$ cat src/rtl/instruction_fetch_unit.sv
// Fetch stage: PC -> imem req/ack handshake -> single-entry instruction register for decode.
// Latency: REQ on the cycle after leaving IDLE/HOLD; IR valid the cycle after ack; 3 cycles/instr at zero-wait.
// Backpressure: a held IR blocks the next fetch until decode takes it; memory wait cycles are unbounded.
module instruction_fetch_unit #(
   parameter int ADDR_W  = 12,
   parameter int INSTR_W = 16
) (
   input  logic               clk,
   input  logic               reset,
   input  logic [ADDR_W-1:0]  pc_in,
   input  logic               halt,
   input  logic               flush,
   output logic               pc_write,
   output logic               imem_req,
   output logic [ADDR_W-1:0]  imem_addr,
   input  logic               imem_ack,
   input  logic [INSTR_W-1:0] imem_rdata,
   output logic [INSTR_W-1:0] ir_out,
   output logic [ADDR_W-1:0]  ir_pc,
   output logic               ir_valid,
   input  logic               ir_ready
);

   typedef enum logic [1:0] {IDLE, REQ, HOLD, DISCARD} state_t;

   state_t               state_q, state_d;
   logic [ADDR_W-1:0]    addr_q, addr_d;
   logic [INSTR_W-1:0]   ir_q, ir_d;
   logic [ADDR_W-1:0]    ir_pc_q, ir_pc_d;
   logic                 ir_valid_q, ir_valid_d;
   logic                 pc_write_q, pc_write_d;

   // Next-state logic: handshake sequencing, IR capture/consume, flush handling.
   always_comb begin
      state_d    = state_q;
      addr_d     = addr_q;
      ir_d       = ir_q;
      ir_pc_d    = ir_pc_q;
      ir_valid_d = ir_valid_q;
      pc_write_d = 1'b0;
      unique case (state_q)
         IDLE: begin
            if (flush) begin
               ir_valid_d = 1'b0;
            end else if (!halt) begin
               state_d = REQ;
               addr_d  = pc_in;
            end
         end
         REQ: begin
            if (imem_ack && !flush) begin
               ir_d       = imem_rdata;
               ir_pc_d    = addr_q;
               ir_valid_d = 1'b1;
               pc_write_d = 1'b1;
               state_d    = HOLD;
            end else if (imem_ack) begin
               // Redirect arrived with the data: the word belongs to the old path.
               state_d = IDLE;
            end else if (flush) begin
               // The memory still owes us an ack; swallow it before refetching.
               state_d = DISCARD;
            end
         end
         DISCARD: begin
            if (imem_ack) begin
               state_d = IDLE;
            end
         end
         HOLD: begin
            if (flush) begin
               ir_valid_d = 1'b0;
               state_d    = IDLE;
            end else begin
               if (ir_valid_q && ir_ready) begin
                  ir_valid_d = 1'b0;
               end
               // Waiting out the pc_write cycle guarantees pc_in already holds the next PC.
               if ((!ir_valid_q || ir_ready) && !pc_write_q && !halt) begin
                  state_d = REQ;
                  addr_d  = pc_in;
               end
            end
         end
         default: state_d = IDLE;
      endcase
   end

   // State and datapath registers; reset wins over every other input.
   always_ff @(posedge clk) begin
      if (reset) begin
         state_q    <= IDLE;
         addr_q     <= '0;
         ir_q       <= '0;
         ir_pc_q    <= '0;
         ir_valid_q <= 1'b0;
         pc_write_q <= 1'b0;
      end else begin
         state_q    <= state_d;
         addr_q     <= addr_d;
         ir_q       <= ir_d;
         ir_pc_q    <= ir_pc_d;
         ir_valid_q <= ir_valid_d;
         pc_write_q <= pc_write_d;
      end
   end

   assign imem_req  = (state_q == REQ) || (state_q == DISCARD);
   assign imem_addr = addr_q;
   assign ir_out    = ir_q;
   assign ir_pc     = ir_pc_q;
   assign ir_valid  = ir_valid_q;
   assign pc_write  = pc_write_q;

endmodule

$ cat config.mk
export PLATFORM = sky130hd
export DESIGN_NAME = instruction_fetch_unit
export DESIGN_NICKNAME = d
export VERILOG_FILES = /design/src/rtl/instruction_fetch_unit.sv
export SDC_FILE = /design/constraint.sdc
export NUM_CORES = 1
export LEC_CHECK = 0
export ABC_AREA = 1
export CAP_MARGIN = 20
export CORE_UTILIZATION = 42
export CTS_BUF_LIST = sky130_fd_sc_hd__clkbuf_2 sky130_fd_sc_hd__clkbuf_4 sky130_fd_sc_hd__clkbuf_8
export DETAILED_ROUTE_END_ITERATION = 10
export GPL_ROUTABILITY_DRIVEN = 1
export PLACE_DENSITY_LB_ADDON = 0.08
export SETUP_SLACK_MARGIN = 0.02
export SYNTH_ARGS = -nofsm -noshare
export SYNTH_HDL_FRONTEND = slang
export SYNTH_SLANG_ARGS = --single-unit
$ cat constraint.sdc
create_clock -name clk -period 1.55 [get_ports clk]
set_input_delay 0.155 -clock clk [delete_from_list [all_inputs] [get_ports clk]]
set_output_delay 0.155 -clock clk [all_outputs]
set_load 0.01 [all_outputs]
==> flow_summary_export.csv <==
group,metric,value,unit
outcome,status,"complete, no violations",
yosys,syn_area,1700,µm²
worst_setup_path,arrival,1.24,ns
grt,first_global_vias,1591,
drt,routed_wl,4230,µm
drt,dr.pass1.iters,4,
yosys,syn_area_per_cell,7.67,µm²
clock_network,cts.sinks,44,
placed_design,portBuffers,76,
clock_network,cts_tree,"built",
worst_setup_path,crit_slowest_cell,"clkdlybuf4s50_1",
power_and_ir_drop,swShare,0.299,
placed_design,hpwl,3010,µm
grt,grt_max_degree,30,
clock_network,cts_buffers,5,
timing,fin_skew,0.00542,ns
timing,finalHoldViolCount,0,
clock_network,postCtsSetupRepairBufs,0,
grt,grt_pass1_wl,7090,µm
power_and_ir_drop,p_leak,1.10,nW
floorplanning,die_h,65.7,µm
clock_network,root_buffer,"clkbuf_8",
yosys,ys_seq_area_frac,0.518,
floorplanning,initial_core_util,0.451,
timing,slew_headroom,0.486,
worst_setup_path,cpPeakStageDelay,0.55,ns
yosys,yosysUniqueCellTypes,21,
power_and_ir_drop,power_frac_clock,0.280,
worst_setup_path,timing.rr.start,"state_q[1]$_SDFFE_PP0P_",
worst_setup_path,required,1.39,ns
drt,drc,0,
min_path,min_path_cells,3,
min_path,hp-start,"imem_rdata[1]",
drt,ant_nets,0,
power_and_ir_drop,ir_drop,712,µV
power_and_ir_drop,p_per_area,1220,nW/µm²
worst_setup_path,cp-end-kind,"output pin",
drt,drt_first_iter_violations,115,
timing,postLayoutSetupSlackWorst,0.157,ns
yosys,ys_seq_elements,44,
power_and_ir_drop,total_power,3.19,mW
cells_and_area,diodes,0,
yosys,syn_inst,222,
floorplanning,dieArea,4310,µm²
timing,fin_crit,1.39,ns
placed_design,place_ws,0.00382,ns
timing,setup_tns,0,ns
worst_setup_path,ff2ff_path_depth,6,
worst_setup_path,critPathLaunchType,"register",
power_and_ir_drop,p_int,2.24,mW
yosys,synthTopCellsByArea,"dfxtp_1, nor2_1, nand2_1",
worst_setup_path,cp_num_buf_inv,1,
clock_network,h-tree-depth,2,
worst_setup_path,r2r-end,"imem_addr[1]$_SDFFE_PP0P_",
clock_network,clk_latency,0.30,ns
power_and_ir_drop,comb_power_share,0.287,
worst_setup_path,critPathKind,"register to output pin",
cells_and_area,drive_gt1_frac,0.0762,
yosys,synth_top_cell_by_area,"dfxtp_1",
grt,grt_util_all_layers,0.216,
drt,via_per_inst,4.77,
floorplanning,rows,22,
clock_network,path_clk_slew,0.09,ns
timing,setup_viol,0,
timing,slew_violations,0,
power_and_ir_drop,seq_power_share,0.432,
floorplanning,boundaryPins,77,
floorplanning,core-area,3770,µm²
drt,routedWlPerCell,12.1,µm
clock_network,clock_path_buffers,2,
timing,worst_slew_pin_slew,0.771,ns
grt,antenna_found_initial,0,
drt,via_count,1668,
yosys,syn-num-nets,256,
cells_and_area,nets,335,
min_path,min_to,"ir_out[1]$_SDFFE_PP0P_",
timing,post-route-period-util,0.898,
clock_network,ctsHoldBuffers,0,
timing,max_clock_freq,0.718,GHz
cells_and_area,area_growth,54.2,%
yosys,yosys_warnings,0,
grt,gr-total-overflow,0,
worst_setup_path,crit_path_cell_trace,"clkdlybuf4s50_1",
floorplanning,fp.dieW,65.7,µm
worst_setup_path,crit_fanout,7,
worst_setup_path,ff2ff_setup_slack,0.29,ns
yosys,synth_top_area_share,0.518,
timing,grt_setup_unrepaired,"false",
worst_setup_path,crit_family,"buffers and inverters",
power_and_ir_drop,switchingPower,0.953,mW
cells_and_area,final_util,0.696,
placed_design,place_congestion,0.741,
min_path,min_path_type,"primary input to register",
flow_run,max_cap_violations,0,
[placed cells by master (no fill, tap or decap)]
cell type	count
dfxtp_2	1
bufinv_16	1
nand3_1	13
o21ai_0	11
nand4_1	1
nand2_1	28
a21oi_1	14
inv_1	8
nor3_4	1
inv_6	1
clkbuf_8	5
inv_2	1
o211ai_1	1
clkinvlp_4	1
buf_4	10
dfxtp_1	43
nor3_1	1
nor2_1	62
clkdlybuf4s50_1	76
o21ai_1	21
a21oi_2	1
buf_12	1
[how the worst max path moves through the flow]
| stage | startpoint | cells after the start | endpoint | slack, ns |
|---|---|---|---|---|
| final | state_q[0]$_SDFFE_PP0P_ | 1 | imem_req | 0.16 |
| after global routing | imem_addr[9]$_SDFFE_PP0P_ | 1 | imem_addr[9] | 0.11 |
| after CTS | state_q[0]$_SDFFE_PP0P_ | 1 | imem_req | 0.06 |
| after detailed placement | reset | 4 | ir_pc[2]$_SDFFE_PP0P_ | 0.004 |
| after global placement | reset | 4 | ir_out[15]$_SDFFE_PP0P_ | 0.02 |
| after floorplan | state_q[0]$_SDFFE_PP0P_ | 7 | imem_addr[0]$_SDFFE_PP0P_ | 0.42 |
[logic make-up after synthesis]
group / Yosys count / share of synthesized area
AOI/OAI and AO/OA: 48 / 0.145
buffers and inverters: 24 / 0.0882
DFF: 44 / 0.518
and+or+nand+nor: 106 / 0.249
[cell type report]
cell class / count / area (µm²)
flip-flops and latches: 44 / 882
inverters: 9 / 33.8
well taps: 48 / 60.1
multi-input cells: 154 / 677
clock inverters: 3 / 46.3
repair buffers: 87 / 856
fillers: 328 / 1150
clock buffers: 5 / 68.8
[timing repair]
action | 4_1_cts | 5_1_grt
hold endpoints to repair | 0 | 0
gates resized for setup | 0 | 1
endpoints found under the setup margin | 0 | 1
[per-layer routing]
metal / global-route usage / up-vias / part of all wire
met2: 0.370 / 42 / 0.47
met3: 0.0590 / 5 / 0.050
met4: 0.0571 / 0 / 0.011
met1: 0.263 / 749 / 0.47
met5: 0 / - / 0
li1: - / 872 / -
[Yosys cell counts]
cell type and count:
nor2_1 62, dfxtp_1 44, nand2_1 28, o21ai_1 21, a21oi_1 14, nand3_1 13, o21ai_0 11, inv_1 8
buf_2 5, clkbuf_1 3, buf_12 2, buf_4 2, a21oi_2 1, buf_6 1, clkbuf_2 1, dlygate4sd1_1 1
inv_2 1, nand4_1 1, nor3_1 1, nor3_2 1, o211ai_1 1
[power groups by stage]
stage,clock [mW],combinational [mW],sequential [mW]
finish,0.894,0.917,1.38
global route,0.982,1.01,1.40
CTS,0.917,0.922,1.38
detailed placement,0,0.918,1.40
global placement,0,0.904,1.40
floorplan,0,0.422,1.44
[sequential cells by signal, indices dropped and copies added, names as in the netlist]
| signal | cells |
|---|---|
| imem_addr | 12 |
| ir_out | 16 |
| ir_pc | 12 |
| ir_valid | 1 |
| pc_write | 1 |
| state_q | 2 |
[stage by stage]
step / instance area, µm² / std cells / hold WS [ns]
final: 2620 / 350 / 0.431
after CTS: 2620 / 350 / 0.425
after global routing: 2620 / 350 / 0.434
after global placement: 2510 / 342 / 0.465
after detailed placement: 2510 / 342 / 0.470
after floorplan: 1700 / 222 / 0.290
(Power assumes the default switching activity.)
